### config.mk
export PLATFORM = sky130hd
export DESIGN_NAME = wavetype_sel_ctrl_flat
export DESIGN_NICKNAME = d
export VERILOG_FILES = /design/src/rtl/synth_pkg.sv /design/src/rtl/wavetype_sel_ctrl_if.sv /design/src/rtl/button_debounce.sv /design/src/rtl/wavetype_sel_ctrl.sv /design/src/flat_wrapper.sv
export SDC_FILE = /design/constraint.sdc
export NUM_CORES = 1
export LEC_CHECK = 0
export ABC_AREA = 1
export BUFFER_PORTS_ARGS = -buffer_cell sky130_fd_sc_hd__buf_2
export CAP_MARGIN = 20
export CORE_MARGIN = 2
export CORE_UTILIZATION = 25
export CTS_CLUSTER_SIZE = 16
export DETAILED_ROUTE_END_ITERATION = 12
export SLEW_MARGIN = 25
export SYNTH_ARGS = -nofsm -noshare
export SYNTH_HDL_FRONTEND = slang
export SYNTH_SLANG_ARGS = --single-unit
export TNS_END_PERCENT = 50
### constraint.sdc
create_clock -name clk -period 4.6 [get_ports clk]
set_input_delay 0.46 -clock clk [delete_from_list [all_inputs] [get_ports clk]]
set_output_delay 0.46 -clock clk [all_outputs]
set_load 0.01 [all_outputs]
### src/rtl/synth_pkg.sv
// Shared synth voice-path definitions: wave type encoding used by the selector
// and the oscillator mux, plus the selector's per-cycle action encoding.
package synth_pkg;

   localparam int NUM_WAVE_TYPES = 4;

   typedef enum logic [1:0] {
      WAVE_SINE     = 2'd0,
      WAVE_SQUARE   = 2'd1,
      WAVE_SAW      = 2'd2,
      WAVE_TRIANGLE = 2'd3
   } wave_type_t;

   typedef enum logic [1:0] {
      ACT_HOLD = 2'd0,
      ACT_LOAD = 2'd1,
      ACT_UP   = 2'd2,
      ACT_DOWN = 2'd3
   } sel_act_t;

endpackage

### src/rtl/wavetype_sel_ctrl_if.sv
// Control/status bundle between the wave-type selector and its user.
// Raw buttons are level signals; load is a single-cycle strobe qualified by load_en.
interface wavetype_sel_ctrl_if #(
   parameter int NUM_TYPES = 4
);
   localparam int TYPE_W = $clog2(NUM_TYPES);

   logic                 wave_next;
   logic                 wave_prev;
   logic                 load_en;
   logic [TYPE_W-1:0]    load_type;
   logic [NUM_TYPES-1:0] type_en;
   logic [TYPE_W-1:0]    type_switch;
   logic [NUM_TYPES-1:0] type_onehot;
   logic                 type_changed;

   modport master (
      output wave_next, wave_prev, load_en, load_type, type_en,
      input  type_switch, type_onehot, type_changed
   );

   modport slave (
      input  wave_next, wave_prev, load_en, load_type, type_en,
      output type_switch, type_onehot, type_changed
   );
endinterface

### src/rtl/button_debounce.sv
// Synchronises and debounces one raw push-button; btn_press pulses for exactly
// one cycle on each accepted rising edge of the debounced level.
module button_debounce #(
   parameter int DEBOUNCE_CYCLES = 16
) (
   input  logic clk,
   input  logic nrst,
   input  logic btn_raw,
   output logic btn_level,
   output logic btn_press
);
   localparam int CNT_W = $clog2(DEBOUNCE_CYCLES + 1);
   localparam logic [CNT_W-1:0] CNT_LAST = CNT_W'(DEBOUNCE_CYCLES - 1);

   logic             sync1;
   logic             sync2;
   logic             level_d;
   logic [CNT_W-1:0] cnt;

   // The level flips on the DEBOUNCE_CYCLES-th consecutive mismatching cycle.
   always_ff @(posedge clk or negedge nrst) begin
      if (!nrst) begin
         sync1     <= 1'b0;
         sync2     <= 1'b0;
         btn_level <= 1'b0;
         level_d   <= 1'b0;
         cnt       <= '0;
      end else begin
         sync1   <= btn_raw;
         sync2   <= sync1;
         level_d <= btn_level;
         if (sync2 == btn_level) begin
            cnt <= '0;
         end else if (cnt == CNT_LAST) begin
            btn_level <= sync2;
            cnt       <= '0;
         end else begin
            cnt <= cnt + 1'b1;
         end
      end
   end

   assign btn_press = btn_level & ~level_d;

endmodule

### src/rtl/wavetype_sel_ctrl.sv
// Wave-type selector: debounced next/prev stepping over enabled types with
// circular search, direct load, and registered binary/one-hot outputs.
module wavetype_sel_ctrl
   import synth_pkg::*;
#(
   parameter int NUM_TYPES       = NUM_WAVE_TYPES,
   parameter int DEBOUNCE_CYCLES = 16,
   parameter int RESET_TYPE      = 0
) (
   input logic               clk,
   input logic               nrst,
   wavetype_sel_ctrl_if.slave bus
);
   localparam int TYPE_W = $clog2(NUM_TYPES);
   localparam logic [TYPE_W-1:0]    RESET_IDX    = TYPE_W'(RESET_TYPE);
   localparam logic [NUM_TYPES-1:0] RESET_ONEHOT = NUM_TYPES'(1) << RESET_TYPE;

   logic     next_level;
   logic     next_press;
   logic     prev_level;
   logic     prev_press;
   logic     load_ok;
   sel_act_t act;
   logic [TYPE_W-1:0] up_type;
   logic [TYPE_W-1:0] down_type;
   logic [TYPE_W-1:0] next_type;

   button_debounce #(.DEBOUNCE_CYCLES(DEBOUNCE_CYCLES)) u_next_db (
      .clk       (clk),
      .nrst      (nrst),
      .btn_raw   (bus.wave_next),
      .btn_level (next_level),
      .btn_press (next_press)
   );

   button_debounce #(.DEBOUNCE_CYCLES(DEBOUNCE_CYCLES)) u_prev_db (
      .clk       (clk),
      .nrst      (nrst),
      .btn_raw   (bus.wave_prev),
      .btn_level (prev_level),
      .btn_press (prev_press)
   );

   // First enabled type after cur in the given direction, excluding cur itself;
   // returns cur when nothing else is enabled so the caller sees no change.
   function automatic logic [TYPE_W-1:0] find_step(
      input logic [TYPE_W-1:0]    cur,
      input logic [NUM_TYPES-1:0] en,
      input logic                 up
   );
      logic [TYPE_W-1:0] cand;
      logic              found;
      find_step = cur;
      found     = 1'b0;
      for (int off = 1; off < NUM_TYPES; off++) begin
         if (up) cand = TYPE_W'((int'(cur) + off) % NUM_TYPES);
         else    cand = TYPE_W'((int'(cur) + NUM_TYPES - off) % NUM_TYPES);
         if (!found && en[cand]) begin
            found     = 1'b1;
            find_step = cand;
         end
      end
   endfunction

   always_comb begin
      load_ok   = 1'b0;
      act       = ACT_HOLD;
      up_type   = find_step(bus.type_switch, bus.type_en, 1'b1);
      down_type = find_step(bus.type_switch, bus.type_en, 1'b0);
      next_type = bus.type_switch;
      if (int'(bus.load_type) < NUM_TYPES) load_ok = bus.type_en[bus.load_type];
      // An asserted load owns the cycle even when it is rejected.
      if (bus.load_en) begin
         if (load_ok) act = ACT_LOAD;
      end else if (next_press && prev_press) begin
         act = ACT_HOLD;
      end else if (next_press) begin
         act = ACT_UP;
      end else if (prev_press) begin
         act = ACT_DOWN;
      end
      case (act)
         ACT_LOAD: next_type = bus.load_type;
         ACT_UP:   next_type = up_type;
         ACT_DOWN: next_type = down_type;
         default:  next_type = bus.type_switch;
      endcase
   end

   always_ff @(posedge clk or negedge nrst) begin
      if (!nrst) begin
         bus.type_switch  <= RESET_IDX;
         bus.type_onehot  <= RESET_ONEHOT;
         bus.type_changed <= 1'b0;
      end else begin
         bus.type_switch  <= next_type;
         bus.type_onehot  <= NUM_TYPES'(1) << next_type;
         bus.type_changed <= (next_type != bus.type_switch);
      end
   end

endmodule

### src/flat_wrapper.sv
// flat-port wrapper written by rule: the top's interface ports become plain ports
module wavetype_sel_ctrl_flat import synth_pkg::*;
#(
   parameter int NUM_TYPES       = NUM_WAVE_TYPES,
   parameter int DEBOUNCE_CYCLES = 16,
   parameter int RESET_TYPE      = 0
)
  (clk, nrst, bus_wave_next, bus_wave_prev, bus_load_en, bus_load_type, bus_type_en, bus_type_switch, bus_type_onehot, bus_type_changed);
  wavetype_sel_ctrl_if #(.NUM_TYPES(NUM_TYPES)) bus_i ();
  input logic clk;
  input logic nrst;
  input wire logic [$bits(bus_i.wave_next)-1:0] bus_wave_next;
  input wire logic [$bits(bus_i.wave_prev)-1:0] bus_wave_prev;
  input wire logic [$bits(bus_i.load_en)-1:0] bus_load_en;
  input wire logic [$bits(bus_i.load_type)-1:0] bus_load_type;
  input wire logic [$bits(bus_i.type_en)-1:0] bus_type_en;
  output wire logic [$bits(bus_i.type_switch)-1:0] bus_type_switch;
  output wire logic [$bits(bus_i.type_onehot)-1:0] bus_type_onehot;
  output wire logic [$bits(bus_i.type_changed)-1:0] bus_type_changed;
  assign bus_i.wave_next = bus_wave_next;
  assign bus_i.wave_prev = bus_wave_prev;
  assign bus_i.load_en = bus_load_en;
  assign bus_i.load_type = bus_load_type;
  assign bus_i.type_en = bus_type_en;
  assign bus_type_switch = bus_i.type_switch;
  assign bus_type_onehot = bus_i.type_onehot;
  assign bus_type_changed = bus_i.type_changed;
  wavetype_sel_ctrl #(.NUM_TYPES(NUM_TYPES), .DEBOUNCE_CYCLES(DEBOUNCE_CYCLES), .RESET_TYPE(RESET_TYPE)) u_core (.clk(clk), .nrst(nrst), .bus(bus_i));
endmodule
==> qor.log <==
[route] Antenna Nets Post-Route 0
[pwr] Internal Dissipation 0.3585 mW
[clocking] number of buffers on the longest clock path 2
[timing] total negative slack 0 ns
[clocking] post-CTS setup buffers 0
[placement] number of buffers added on ports 17
[pwr] VDD IR-drop max 0.0001993 V
[yosys] Synth area leaders sky130_fd_sc_hd__dfrtp_1 42%, sky130_fd_sc_hd__nand2_1 13%, sky130_fd_sc_hd__nand3_1 5.7%
[final_layout] fillers 597
[final_layout] count of placed standard cells in the final layout, fillers left out 265
[clocking] # hold bufs at CTS 0
[global_route] number of global-route vias before repair 991
[yosys] number of warnings reported in the yosys synthesis log 0
[timing] Slew @ Worst Pin 0.5459 ns
[yosys] portion of synthesized cell area occupied by the leading cell type 42.48%
[pwr] share of total power in combinational logic 31.1%
[critical_path] cell type with the highest occurrence count on the critical path sky130_fd_sc_hd__nand2_1
[timing] Pins Over Slew Limit 0
[placement] cell total after placement 261
[yosys] number of enable-type register cells in the synthesized netlist 0
[global_route] antenna violations before repair 0
[die] num ports 18
[timing] setup repair after global routing missed its margin no
[critical_path] standard cell with the maximum stage delay on the critical path sky130_fd_sc_hd__dfrtp_1
[die] die width 79.20 um
[critical_path] Max stage delay on crit path 0.60 ns
[placement] placer's final routability congestion estimate 0.8142
[final_layout] area growth from synthesis to layout 13.72%
[timing] slew margin rel. 63.61%
[timing] number of hold violations in the final report 0
[critical_path] cell breakdown of the critical path inv_2 -> nand3_1 -> nand2_1 -> nor2_8 -> nand2_1 -> nand2_1 -> nand2_1 -> nand3_2 -> nand3_2 -> nand2_4 -> nand2_1 -> nand2_1 -> nand2_1
[route] post-detailed-route DRC marker count 0
[yosys] number of nets in the synthesized netlist 189
[timing] peak clock frequency supported by timing 499.7 MHz
[yosys] synthesized netlist cell count 175
[placement] final HPWL from detailed placement 2.060 mm
[pwr] P per Cell Area 344.9 mW/mm2
[yosys] fraction of registers with async set or reset after synthesis 100.0%
[yosys] synthesized area 0.001414 mm2
[route] routed via count 1134
[critical_path] maximum fanout along the worst path 13
[clocking] number of sinks handled by clock tree synthesis 25
[timing] Min Clock Period, post-route 2.001 ns
[route] First-pass DRT Iterations 4
[clocking] clock root buffer master sky130_fd_sc_hd__clkbuf_8
[yosys] top flip-flop cell by instance count after synthesis sky130_fd_sc_hd__dfrtp_1
[yosys] Synth area leader sky130_fd_sc_hd__dfrtp_1
[pwr] Net Switching 0.1960 mW
[run] max capacitance violation total 0
[timing] period utilization 43.50%
[pwr] leakage power 0.8047 nW
[route] wire per inst 10.19 um
[die] total core area 0.005473 mm2
[yosys] most frequently used cell type in the post-synthesis netlist sky130_fd_sc_hd__nand2_1
[timing] Clock Skew 0.002409 ns
[clocking] CTS tree yes
[global_route] wire length of the first global-routing pass 4.567 mm
[final_layout] net count reported at finish 208
[die] cell row count 27
[clocking] Resized cells post-CTS 0
[critical_path] required time of the critical path 4.76 ns
[critical_path] critical path class flip-flop to flip-flop
[clocking] Clock Pin Slew Worst Setup and Hold Paths 0.09 ns
[yosys] register bit count reported by yosys 25
[timing] number of endpoints failing setup at the final stage 0
[route] wire length reported by the detailed router 2.700 mm
[route] vias per std cell 4.279
[global_route] GRT overflow 0
[yosys] Distinct cells, synth 28
[hold_path] worst hold path type input pin to asynchronous set/reset pin
[yosys] sequential area share after synthesis 44.34%
[critical_path] startpoint class of the critical path flip-flop
[global_route] largest net degree at the start of global routing 26
[pwr] sequential power share 45.6%
[clocking] count of H-tree levels built during CTS 1
[die] Initial Utilization 25.83%
[critical_path] capturing element type of the critical path flip-flop
[final_layout] share of post-route cells with drive strength above 1 25.39%
[final_layout] number of antenna diodes 0
[die] die outline height 79.20 um
[global_route] global-route usage over all layers 9.135%
[pwr] share of total power in the clock network 23.3%
[status] result of the run finished clean
[clocking] number of clock buffers inserted by TritonCTS 3
[pwr] share of total power consumed by net switching 35.34%
[critical_path] Worst EP arrival 2.16 ns
[clocking] Clk Latency, worst-skew pair 0.27 ns
[route] First DRT Iteration DRCs 78
[yosys] post-synthesis area per instance 8.079 um2
[yosys] Post-synth top cells 48 x sky130_fd_sc_hd__nand2_1, 24 x sky130_fd_sc_hd__dfrtp_1, 18 x sky130_fd_sc_hd__nor2_1
[die] area of the die 0.006273 mm2
layout by cell type, fill, tap and decap left out, types with 3 or more instances in the layout:
cell                       netlist  layout
sky130_fd_sc_hd__ha_1            3       3
sky130_fd_sc_hd__buf_2           0      17
sky130_fd_sc_hd__nand2_1        48      48
sky130_fd_sc_hd__nand3_1        16      16
sky130_fd_sc_hd__a21oi_1         5       5
sky130_fd_sc_hd__inv_1          12      12
sky130_fd_sc_hd__nand2_4         3       3
sky130_fd_sc_hd__nor2_2          3       3
sky130_fd_sc_hd__nand2_2         7       7
sky130_fd_sc_hd__nand3_2         5       5
sky130_fd_sc_hd__clkbuf_8        0       3
sky130_fd_sc_hd__inv_2           6       6
sky130_fd_sc_hd__o21ai_0         4       4
sky130_fd_sc_hd__dfrtp_1        24      24
sky130_fd_sc_hd__nor2_1         18      18
routing by layer:
| metal | vias up | global-route usage [%] | part of all wire, % |
|---|---|---|---|
| li1 | 589 | - | - |
| met3 | 2 | 2.386 | 5.9 |
| met2 | 25 | 13.05 | 43 |
| met5 | - | 0 | 0 |
| met1 | 518 | 13.26 | 50 |
| met4 | 0 | 3.103 | 0.85 |
state kept, by name, summed over array words and instances, names as in the netlist, 2 cells and up:
name,cells
u_core.bus.type_onehot,4
u_core.u_next_db.cnt,5
u_core.u_prev_db.cnt,5
u_core.bus.type_switch,2
power groups by stage:
stage / Combinational (mW) / Sequential (mW) / Clock [mW]
2_1_floorplan: 0.134 / 0.257 / 0
5_1_grt: 0.194 / 0.256 / 0.144
4_1_cts: 0.173 / 0.253 / 0.137
3_5_place_dp: 0.172 / 0.257 / 0
6_report: 0.172 / 0.253 / 0.129
3_3_place_gp: 0.171 / 0.258 / 0
critical path: cells and delay by family, from the launching register on:
family                 cells  cell delay, ns
buffers and inverters      1            0.20
flip-flops                 1            0.60
AND/OR/NAND/NOR           12            1.09
final timing paths:
check	from	to	slack, ns	cells after the start
min in group clk	bus_wave_prev	u_core.u_prev_db.sync1	0.29	1
max reg2reg	u_core.bus.type_switch[0]	u_core.bus.type_changed	2.60	13
max	u_core.bus.type_switch[0]	u_core.bus.type_changed	2.60	13
max in group asynchronous	nrst	u_core.bus.type_onehot[0]	4.06	1
min	nrst	u_core.u_prev_db.cnt[1]	0.17	1
min reg2reg	u_core.u_next_db.sync1	u_core.u_next_db.sync2	0.35	0
through the flow:
step / hold slack (ns) / util (%) / instance area [um2] / setup slack (ns) / power [mW]
after floorplan: 0.1644 / - / 1414 / 2.939 / 0.3914
final: 0.1665 / 29.38 / 1608 / 2.599 / 0.5545
after CTS: 0.1798 / 29.38 / 1608 / 2.596 / 0.5637
after global routing: 0.2126 / 29.38 / 1608 / 2.384 / 0.5943
after global placement: 0.3329 / 28.49 / 1559 / 2.654 / 0.4299
after detailed placement: 0.3355 / 28.49 / 1559 / 2.623 / 0.4299
cells by family (layout without fill, tap and decap cells):
logic type	Yosys count	count (layout)	share of synthesized area, %
and+or+nand+nor	108	108	37.88
DFF	25	25	44.34
buffers and inverters	22	40	7.345
AOI/OAI and AO/OA	12	12	4.513
xor gates and xnor gates	4	4	2.478
adders and majority gates	3	3	2.655
muxes	1	1	0.7964
cell type report:
cell class                 instances  area, um2  share of cell area, %
multi-input combinational        128      683.2                  42.49
sequential                        25      626.9                  38.99
tap                               72      90.09                  5.603
timing repair buffer              17      85.08                  5.292
inverter                          19      73.82                  4.591
clock buffer                       3      41.29                  2.568
clock inverter                     1      7.507                 0.4669
Power figures use the tool's default switching activity.
